## src/rtl/ts_packet_aligner.sv

```systemverilog
`default_nettype none
// +--------------------------------------------------------------------------+
// | ts_packet_aligner: finds TS sync, locks, emits whole aligned packets.    |
// | Rev 1.0                                                                  |
// +--------------------------------------------------------------------------+
module ts_packet_aligner #(
  parameter logic [7:0] SYNC_BYTE    = 8'h47,
  parameter int          PKT_LEN      = 188,
  parameter int          LOCK_COUNT   = 3,
  parameter int          UNLOCK_COUNT = 3
) (
  input  logic        CLK,
  input  logic        RST,
  input  logic [7:0]  DATA_IN,
  input  logic        D_VALID_IN,
  output logic [7:0]  DATA_OUT,
  output logic        D_VALID_OUT,
  output logic        P_SYNC_OUT,
  output logic        LOCKED,
  output logic [15:0] PKT_CNT,
  output logic [7:0]  ERR_CNT
);

  localparam int IDX_W = (PKT_LEN > 1) ? $clog2(PKT_LEN) : 1;
  localparam logic [IDX_W-1:0] c_last   = IDX_W'(PKT_LEN - 1);
  localparam logic [IDX_W-1:0] c_one    = IDX_W'((PKT_LEN > 1) ? 1 : 0);
  localparam logic [7:0]       c_lock   = 8'(LOCK_COUNT);
  localparam logic [7:0]       c_unlock = 8'(UNLOCK_COUNT);

  typedef enum logic [1:0] {
    S_HUNT   = 2'd0,
    S_VERIFY = 2'd1,
    S_LOCKED = 2'd2
  } state_t;

  state_t           r_state;
  logic [IDX_W-1:0] r_idx;
  logic [7:0]       r_good;
  logic [7:0]       r_miss;

  logic             w_is_sync;
  logic             w_idx_zero;
  logic [IDX_W-1:0] w_idx_next;
  logic [7:0]       w_err_inc;

  assign w_is_sync  = (DATA_IN == SYNC_BYTE);
  assign w_idx_zero = (r_idx == '0);
  assign w_idx_next = (r_idx == c_last) ? '0 : r_idx + IDX_W'(1);
  assign w_err_inc  = (ERR_CNT != 8'hFF) ? ERR_CNT + 8'd1 : ERR_CNT;

  always_ff @(posedge CLK or negedge RST) begin
    if (!RST) begin
      r_state     <= S_HUNT;
      r_idx       <= '0;
      r_good      <= 8'd0;
      r_miss      <= 8'd0;
      DATA_OUT    <= 8'h00;
      D_VALID_OUT <= 1'b0;
      P_SYNC_OUT  <= 1'b0;
      LOCKED      <= 1'b0;
      PKT_CNT     <= 16'd0;
      ERR_CNT     <= 8'd0;
    end else begin
      D_VALID_OUT <= 1'b0;
      P_SYNC_OUT  <= 1'b0;
      if (D_VALID_IN) begin
        case (r_state)
          S_HUNT: begin
            // Any sync-valued byte is a candidate; VERIFY weeds out payload hits.
            if (w_is_sync) begin
              r_state <= S_VERIFY;
              r_idx   <= c_one;
              r_good  <= 8'd1;
            end
          end
          S_VERIFY: begin
            r_idx <= w_idx_next;
            if (w_idx_zero) begin
              if (w_is_sync) begin
                r_good <= r_good + 8'd1;
                if (r_good + 8'd1 >= c_lock) begin
                  r_state     <= S_LOCKED;
                  r_miss      <= 8'd0;
                  LOCKED      <= 1'b1;
                  DATA_OUT    <= DATA_IN;
                  D_VALID_OUT <= 1'b1;
                  P_SYNC_OUT  <= 1'b1;
                  PKT_CNT     <= PKT_CNT + 16'd1;
                end
              end else begin
                r_state <= S_HUNT;
                r_good  <= 8'd0;
                r_idx   <= '0;
              end
            end
          end
          S_LOCKED: begin
            r_idx <= w_idx_next;
            if (w_idx_zero && !w_is_sync && (r_miss + 8'd1 >= c_unlock)) begin
              // Dropping lock only at index 0 keeps every emitted packet whole.
              r_state <= S_HUNT;
              r_idx   <= '0;
              r_good  <= 8'd0;
              r_miss  <= 8'd0;
              LOCKED  <= 1'b0;
              ERR_CNT <= w_err_inc;
            end else begin
              DATA_OUT    <= DATA_IN;
              D_VALID_OUT <= 1'b1;
              if (w_idx_zero) begin
                P_SYNC_OUT <= 1'b1;
                PKT_CNT    <= PKT_CNT + 16'd1;
                if (w_is_sync) begin
                  r_miss <= 8'd0;
                end else begin
                  r_miss  <= r_miss + 8'd1;
                  ERR_CNT <= w_err_inc;
                end
              end
            end
          end
          default: r_state <= S_HUNT;
        endcase
      end
    end
  end

endmodule
`default_nettype wire

```

## config.mk

```make
export PLATFORM = sky130hd
export DESIGN_NAME = ts_packet_aligner
export DESIGN_NICKNAME = d
export VERILOG_FILES = /design/src/rtl/ts_packet_aligner.sv
export SDC_FILE = /design/constraint.sdc
export NUM_CORES = 1
export LEC_CHECK = 0
export BUFFER_PORTS_ARGS = -buffer_cell sky130_fd_sc_hd__buf_4
export CAP_MARGIN = 10
export CORE_MARGIN = 2
export CORE_UTILIZATION = 40
export DETAILED_ROUTE_END_ITERATION = 8
export HOLD_SLACK_MARGIN = 0.05
export PLACE_DENSITY = 0.67
export SLEW_MARGIN = 20
export SYNTH_ARGS = -nofsm -noshare
export SYNTH_HDL_FRONTEND = slang
export SYNTH_SLANG_ARGS = --single-unit
```

## constraint.sdc

```tcl
create_clock -name CLK -period 2.7 [get_ports CLK]
set_clock_uncertainty 0.1 [all_clocks]
set_input_delay 0.81 -clock CLK [delete_from_list [all_inputs] [get_ports CLK]]
set_output_delay 0.81 -clock CLK [all_outputs]
set_load 0.005 [all_outputs]
```

* Word-level counts from Yosys, hierarchy flattened *
Index checks and enable logic that the tools add are counted.

word-level totals
  register bits = 61
  input bits = 11
  word-level logic and storage cells = 101

operators by class
  add/sub/neg operators = 5
  $lt $le $gt $ge = 2
  eq/ne operators = 15
  multiplexer cells = 53
  reduce and logical (&&, ||, !) cells = 16

operators by type and width
  cell                                                               number
  2-to-1 mux 8 bit                                                   22
  2-to-1 mux 16 bit                                                  5
  one-hot mux 8 bit (3 select lines)                                 2
  adder 8 x 1 -> 8 bit, second input constant                        4
  one-hot mux 16 bit (2 select lines)                                1
  one-hot mux 8 bit (2 select lines)                                 2
  AND reduction 6 bit                                                3
  adder 16 x 1 -> 16 bit, second input constant                      1
  greater-or-equal comparator 8 x 2 -> 1 bit, second input constant  2
  inequality test 2 bit, second input constant                       7
  2-to-1 mux 1 bit                                                   12
  2-to-1 mux 2 bit                                                   5
  AND reduction 5 bit                                                2
  == test 8 x 7 -> 1 bit, second input constant                      1
  == test 8 bit, second input constant                               1
  logical NOT 8 bit                                                  1
  inequality test 8 bit, second input constant                       1
  AND reduction 7 bit                                                1
  inequality test 3 bit, second input constant                       2
  one-hot mux 1 bit (2 select lines)                                 3
  one-hot mux 2 bit (3 select lines)                                 1
  AND reduction 4 bit                                                1
  nonzero test 2 bit                                                 2
  AND reduction 3 bit                                                1
  7 further kinds                                                    8

* Logic depth before layout (Yosys ltp) *
Gate-level depths: netlist of the first run.

  word-level depth = 7
  depth in mapped cells = 9

* Worst setup path before layout of the first run *
No wires, ideal clock.

  kind = input -> register
  start point = input port DATA_IN[5]
  end point = register DATA_OUT[0]
  library setup time = 0.125 ns
  arrival time = 2.654 ns
  data required time = 2.475 ns
  setup slack = -0.179 ns
  stages = 5
  buffers on the path = 0
  path through = or4b_4 nor2_1 o2111ai_2 a211oi_4 mux2_2

on the way
  word-level cells in the longest chain between the ends = 6
  elaborated cells on any way between the ends = 7
  those cells by class = eq/ne (3); reduce/logical (4)

RTL lines
  item                                      line  text
  start, declared                           14    input logic [7:0] DATA_IN,
  == test 8 x 7 -> 1 bit (*)                46    assign w_is_sync = (DATA_IN == SYNC_BYTE);
  logical NOT 1 bit                         99    if (w_idx_zero && !w_is_sync && (r_miss + 8'd1 >= c_unlock)) begin
  logical AND 1 bit (2 in series)           99
  inequality test 2 bit (no source line)    -
  AND reduction 6 bit (no source line) (*)  -
  end signal, assigned                      57    DATA_OUT <= 8'h00;
  end signal, assigned                      85    DATA_OUT <= DATA_IN;
  end signal, assigned                      108   DATA_OUT <= DATA_IN;
  end, declared                             16    output logic [7:0] DATA_OUT,

Every way passes the cells marked *; elsewhere a longest branch is shown, timed or not.
A chain may end at the register's enable or synchronous reset.

* Worst setup path in the final report of the first run *
  start point = input port DATA_IN[5]
  end point = register r_state[0]

on the way
  word-level cells in the longest chain between the ends = 6
  elaborated cells on any way between the ends = 11
  those cells by class = eq/ne (4); mux (3); reduce/logical (4)

RTL lines
  item                                    line  text
  == test 8 x 7 -> 1 bit (*)              46
  logical NOT 1 bit                       99
  logical AND 1 bit (2 in series)         99
  inequality test 2 bit (no source line)  -
  AND reduction 5 bit (no source line)    -
  end signal, assigned                    91    r_state <= S_HUNT;
  end signal, assigned                    101   r_state <= S_HUNT;
  end signal, assigned                    122   default: r_state <= S_HUNT;
  end, declared                           36    state_t r_state;

Every way passes the cells marked *; elsewhere a longest branch is shown, timed or not. The select of a mux whose other input is x is not followed.

==> impl_metrics.tcl, run 1 <==
set metrics [dict create \
    pwr-share-comb 0.318 \
    worst-r2r-cell-count 8 \
    hold_violations 0 \
    dieArea_um2 9570 \
    cp_slowest_cell "or4b_4" \
    port_buffers 45 \
    setup_tns_ps 0 \
    fin_hold_ws_ps 388 \
    gp_congestion 0.849 \
    initialDrtViolationCount 79 \
    grt_start_max_net_pins 62 \
    synth_compound_area_frac 0.178 \
    ant_nets 0 \
    tritoncts "done" \
    hold_path.class "flop to flop" \
    yosys.area.top_type "dfrtp_1" \
    cpMostUsedCell "buf_4" \
    synth_seq_cells 61 \
    initial_utilization 0.408 \
    start_kind "input port" \
    r2r_start "r_idx[0]$_DFFE_PN0P_" \
    yosys.area_share.adder 0.0391 \
    die_w_um 97.8 \
    pwr_density_cell_nw_per_um2 653 \
    crit_chain "buf_4 -> or4b_4 -> or2_1 -> buf_4 -> o31ai_1 -> a2111oi_1 -> buf_4 -> mux2i_1" \
    relSlewSlack 0.475 \
    cts_sinks 61 \
    antenna_found_initial 0 \
    yosys_warnings 0 \
    ioPinCount 46 \
    drv_slew 0 \
    critPathRequiredTime_ps 2820 \
    htreeDepth 3 \
    drc 0 \
    ys_seq_area_frac 0.434 \
    syn_area_per_cell_um2 10.0 \
    fp.dieH_um 97.8 \
    period_share 0.984 \
    syn_area_um2 3520 \
    setup_viol 0 \
    fin_crit_ps 2660 \
    holdBufCountCts 0 \
    design.core.area_um2 8640 \
    synth_nets 373 \
    synth-async-reset-ratio 1.00 \
    internal_power_mw 2.01 \
    achievable-frequency_mhz 376 \
    vias_per_cell 5.60 \
    diodes 0 \
    gr-total-overflow 0 \
    clkPwrFrac 0.313 \
    grt_usage 0.189 \
    synthSimpleGateAreaFrac 0.210 \
    cts.path.max_buffers 2 \
    netlist_top_cells_area "dfrtp_1 43%, xnor2_1 5.5%, ha_1 3.9%" \
    vias 3048 \
    finish.utilization 0.524 \
    synth_xor_xnor_area_share 0.0647 \
    area_growth_pct 28.6 \
    synth-main-ff-cell "dfrtp_1" \
    pwr-share-seq 0.369 \
    cts_root_buffer "clkbuf_8" \
    critical_path.startpoint "DATA_IN[5]" \
    p_total_mw 2.96 \
    fin_area_um2 4530 \
    layout_commonest_cell "buf_4" \
    worstPathArrival_ps 2780 \
    rrSetupSlack_ps 70 \
    netlist_instances 351 \
    hold_start "PKT_CNT[11]$_DFFE_PN0P_" \
    cpPeakStageDelay_ps 560 \
    p_switching_mw 0.948 \
    cts_buffers 9 \
    power.leakage_nw 2.13 \
    crit_family "simple AND/OR/NAND/NOR gates" \
    worstHoldEndpoint "PKT_CNT[11]$_DFFE_PN0P_" \
    dr.pass1.iters 4 \
    placed_cell_area_um2 4270 \
    fin_nets 453 \
    min_path_cells 1 \
    clock_latency_ps 350 \
    r2r-end "DATA_OUT[4]$_DFFE_PN0P_" \
    ir_drop_mv 0.467 \
    wire_per_inst_um 15.5 \
    layout_setup_ws_ps 43.6 \
    synth_cell_types 53 \
    final_cells 544 \
    drive_above_1_share 0.307 \
    setup.worst_path.class "input port to flop" \
    synth_mux_area_frac 0.0380 \
    pre_cts_ws_ps -311 \
    synth-edff-count 0 \
    tightestPinTransition_ps 783 \
    switching_share 0.321 \
    grt_pass1_vias 3077 \
    mostFrequentLayoutCells "86 x buf_4, 61 x dfrtp_1, 22 x xnor2_1" \
    clk_pin_slew_ps 70 \
    synth_top_family_by_area "simple AND/OR/NAND/NOR gates" \
    drv_cap 0 \
    status "completed" \
    synth_top_area_share 0.434 \
    rows 34 \
    crit_fanout 4 \
    end_kind "flop" \
    path_buf_inv 3 \
    dp_cells 525 \
    routed_wl_um 8450 \
    dp_hpwl_um 6010 \
    grt_pass1_wl_um 14600 \
]
[Yosys cell counts, types with 4 or more instances]
| cell type | n |
|---|---|
| dfrtp_1 | 61 |
| xnor2_1 | 22 |
| and3_1 | 19 |
| nor2_1 | 19 |
| nand3_1 | 17 |
| nand2_1 | 16 |
| o31ai_1 | 12 |
| a32oi_1 | 11 |
| clkbuf_1 | 11 |
| ha_1 | 11 |
| inv_1 | 11 |
| mux2_2 | 11 |
| nor3_1 | 11 |
| nand2b_1 | 9 |
| o21ai_0 | 9 |
| a21oi_1 | 8 |
| buf_2 | 7 |
| nand4_1 | 6 |
| nor2b_1 | 6 |
| nor4_1 | 6 |
| or3_1 | 6 |
| a21o_1 | 5 |
| a22oi_1 | 5 |
| a31oi_1 | 5 |
| xor2_1 | 4 |
[worst register-to-register path, stage by stage (launching register included)]
cell and delay (ps):
dfrtp_1 380, inv_1 80, ha_2 200, or4b_4 480
nor4_4 240, o2111ai_2 220, a211oi_4 310, buf_12 170
mux2_2 330
[kinds of logic after synthesis]
| kind of cell | count (synthesis) |
|---|---|
| buffers and inverters | 30 |
| DFF | 61 |
| muxes | 12 |
| xor gates and xnor gates | 26 |
| adders and majority gates | 11 |
| and+or+nand+nor | 130 |
| AOI/OAI and AO/OA | 81 |
[what timing repair did]
item / in CTS / in global routing
pin swaps: 0 / 1
setup endpoints to repair: 3 / 11
gates resized for setup: 1 / 3
setup buffers: 0 / 3
[power groups by stage]
stage | sequential (mW) | combinational [mW] | clock, mW
final | 1.09 | 0.940 | 0.924
after global routing | 1.11 | 1.03 | 0.998
after global placement | 1.10 | 0.893 | 0
after floorplan | 1.10 | 0.482 | 0
after CTS | 1.09 | 0.920 | 0.953
after detailed placement | 1.11 | 0.913 | 0
[metal layers]
layer	vias up	routed length (um)	track usage
met1	1494	3770	0.248
met4	0	139	0.0737
li1	1475	-	-
met5	-	0	0
met2	70	4240	0.299
met3	9	292	0.0530
[sequential cells by signal, summed over array words and instances (netlist names)]
signal	count
r_good	8
r_miss	8
LOCKED	1
P_SYNC_OUT	1
DATA_OUT	8
PKT_CNT	16
ERR_CNT	8
r_idx	8
r_state	2
D_VALID_OUT	1
[area by class of cell]
| cell class | instances | area, um2 |
|---|---|---|
| multi-input combinational | 260 | 1920 |
| clock inverter | 7 | 98.8 |
| fill | 775 | 4110 |
| tap | 108 | 135 |
| inverter | 11 | 41.3 |
| clock buffer | 9 | 124 |
| sequential | 61 | 1530 |
| timing repair buffer | 88 | 686 |
[how the worst max path moves through the flow]
| stage | endpoint | slack, ps | cells after the start |
|---|---|---|---|
| finish | r_state[0]$_DFFE_PN0P_ | 40 | 8 |
| floorplan | r_good[4]$_DFFE_PN0P_ | -90 | 7 |
| global route | r_state[0]$_DFFE_PN0P_ | -20 | 8 |
| detailed placement | r_idx[3]$_DFFE_PN0P_ | -310 | 7 |
| CTS | DATA_OUT[4]$_DFFE_PN0P_ | 40 | 8 |
| global placement | r_idx[3]$_DFFE_PN0P_ | -260 | 7 |
No activity file was read; power rests on OpenSTA's default activity.
==> inputs of run 2 (changes only) <==
--- a/config.mk
+++ b/config.mk
@@ -8,10 +8,10 @@
 export BUFFER_PORTS_ARGS = -buffer_cell sky130_fd_sc_hd__buf_4
 export CAP_MARGIN = 10
 export CORE_MARGIN = 2
-export CORE_UTILIZATION = 40
+export CORE_UTILIZATION = 45
 export DETAILED_ROUTE_END_ITERATION = 8
 export HOLD_SLACK_MARGIN = 0.05
-export PLACE_DENSITY = 0.67
+export PLACE_DENSITY = 0.73
 export SLEW_MARGIN = 20
 export SYNTH_ARGS = -nofsm -noshare
 export SYNTH_HDL_FRONTEND = slang
==> impl_metrics.tcl, run 2 (synthesized netlist as in run 1, its figures left out) <==
set metrics [dict create \
    status "completed" \
    end_kind "flop" \
    relSlewSlack 0.479 \
    r2r-end "DATA_OUT[6]$_DFFE_PN0P_" \
    wire_per_inst_um 15.2 \
    htreeDepth 3 \
    ir_drop_mv 0.414 \
    pwr_density_cell_nw_per_um2 621 \
    antenna_found_initial 0 \
    hold_path.class "flop to flop" \
    routed_wl_um 8160 \
    ioPinCount 46 \
    dp_hpwl_um 5900 \
    fin_area_um2 4480 \
    cp_slowest_cell "or4b_4" \
    gp_congestion 0.851 \
    setup.worst_path.end "P_SYNC_OUT$_DFF_PN0_" \
    clkPwrFrac 0.267 \
    grt_pass1_vias 3070 \
    ant_nets 0 \
    cts_root_buffer "clkbuf_8" \
    area_growth_pct 27.3 \
    cts.path.max_buffers 2 \
    fin_crit_ps 2620 \
    dieArea_um2 8550 \
    drv_cap 0 \
    grt_start_max_net_pins 62 \
    grt_setup_unrepaired "no" \
    critical_path.startpoint "DATA_IN[5]" \
    clk_pin_slew_ps 70 \
    holdBufCountCts 0 \
    switching_share 0.329 \
    pre_cts_ws_ps -286 \
    fp.dieH_um 92.5 \
    vias 3041 \
    cpPeakStageDelay_ps 560 \
    initialDrtViolationCount 162 \
    rrSetupSlack_ps 180 \
    layout_setup_ws_ps 78.5 \
    start_kind "input port" \
    clock_latency_ps 340 \
    pwr-share-seq 0.393 \
    dr.pass1.iters 4 \
    cts_sinks 61 \
    tightestPinTransition_ps 777 \
    setup.worst_path.class "input port to flop" \
    r2r_start "r_idx[0]$_DFFE_PN0P_" \
    die_w_um 92.5 \
    initial_utilization 0.460 \
    crit_fanout 5 \
    worst-r2r-cell-count 9 \
    finish.utilization 0.586 \
    cp_num_cells 8 \
    cpMostUsedCell "buf_4" \
    period_share 0.971 \
    largest_reg_flops 16 \
    power.leakage_nw 2.12 \
    setup_viol 0 \
    drive_above_1_share 0.306 \
    vias_per_cell 5.67 \
    layout_commonest_cell "buf_4" \
    grt_pass1_wl_um 14300 \
    design.core.area_um2 7650 \
    hold_start "PKT_CNT[15]$_DFFE_PN0P_" \
    achievable-frequency_mhz 381 \
    drv_slew 0 \
    tritoncts "done" \
    top_register "PKT_CNT" \
    cts_buffers 9 \
    mostFrequentLayoutCells "84 x buf_4, 61 x dfrtp_1, 22 x xnor2_1" \
    fin_hold_ws_ps 388 \
    crit_chain "buf_4 -> or4b_4 -> or2_1 -> a31oi_1 -> buf_4 -> a31o_2 -> nor2_1 -> nor3_1" \
    crit_family "simple AND/OR/NAND/NOR gates" \
    fin_nets 451 \
    critPathRequiredTime_ps 2810 \
    drc 0 \
    grt_usage 0.206 \
    worstPathArrival_ps 2730 \
    gr-total-overflow 0 \
    p_switching_mw 0.914 \
    hold_violations 0 \
    pwr-share-comb 0.340 \
    diodes 0 \
    rows 32 \
    fillerInstances 644 \
    path_buf_inv 2 \
    placed_cell_area_um2 4240 \
    port_buffers 45 \
    internal_power_mw 1.87 \
]
[run 2: power groups by stage]
stage,combinational [mW],clock (mW),sequential (mW)
after floorplan,0.482,0,1.10
after global placement,0.871,0,1.10
after detailed placement,0.889,0,1.11
after CTS,0.937,0.761,1.09
after global routing,1.04,0.794,1.11
final,0.946,0.743,1.09
[run 2: final cells by class]
cell class | instances | area [um2] | area share
multi-input combinational | 260 | 1940 | 0.432
sequential | 61 | 1530 | 0.341
timing repair buffer | 86 | 671 | 0.150
clock buffer | 12 | 155 | 0.0346
tap | 102 | 128 | 0.0285
inverter | 11 | 41.3 | 0.00922
clock inverter | 4 | 22.5 | 0.00503
[run 2: per-stage QoR]
| step | cells | total power [mW] | setup TNS [ps] |
|---|---|---|---|
| floorplan | 351 | 1.59 | -998 |
| global placement | 517 | 1.97 | -4550 |
| detailed placement | 517 | 2.00 | -5880 |
| CTS | 535 | 2.79 | 0 |
| global route | 536 | 2.94 | 0 |
| finish | 536 | 2.78 | 0 |
[run 2: worst reg2reg max path: cells and delay by family (launching register included)]
kind | cells | cell delay (ps)
mux | 1 | 320
buf+inv | 3 | 430
simple gates | 2 | 610
flops | 1 | 390
fa+ha+maj | 1 | 140
compound gates | 2 | 410
[run 2: how the worst min path moves through the flow]
stage                                   end  cells past startpoint
floorplan           PKT_CNT[15]$_DFFE_PN0P_                      1
global placement     PKT_CNT[8]$_DFFE_PN0P_                      1
detailed placement  PKT_CNT[15]$_DFFE_PN0P_                      1
CTS                 PKT_CNT[15]$_DFFE_PN0P_                      1
global route        PKT_CNT[15]$_DFFE_PN0P_                      1
finish              PKT_CNT[15]$_DFFE_PN0P_                      1
[run 2: layer usage]
layer	share of wire	global-route usage
met2	0.47	0.330
met5	0	0
met1	0.46	0.277
met4	0.018	0.0672
met3	0.049	0.0488
[run 2: what timing repair did]
item / CTS / global route
setup buffers: 2 / 1
gates resized for setup: 5 / 3
pin swaps: 3 / 2
setup endpoints to repair: 10 / 16
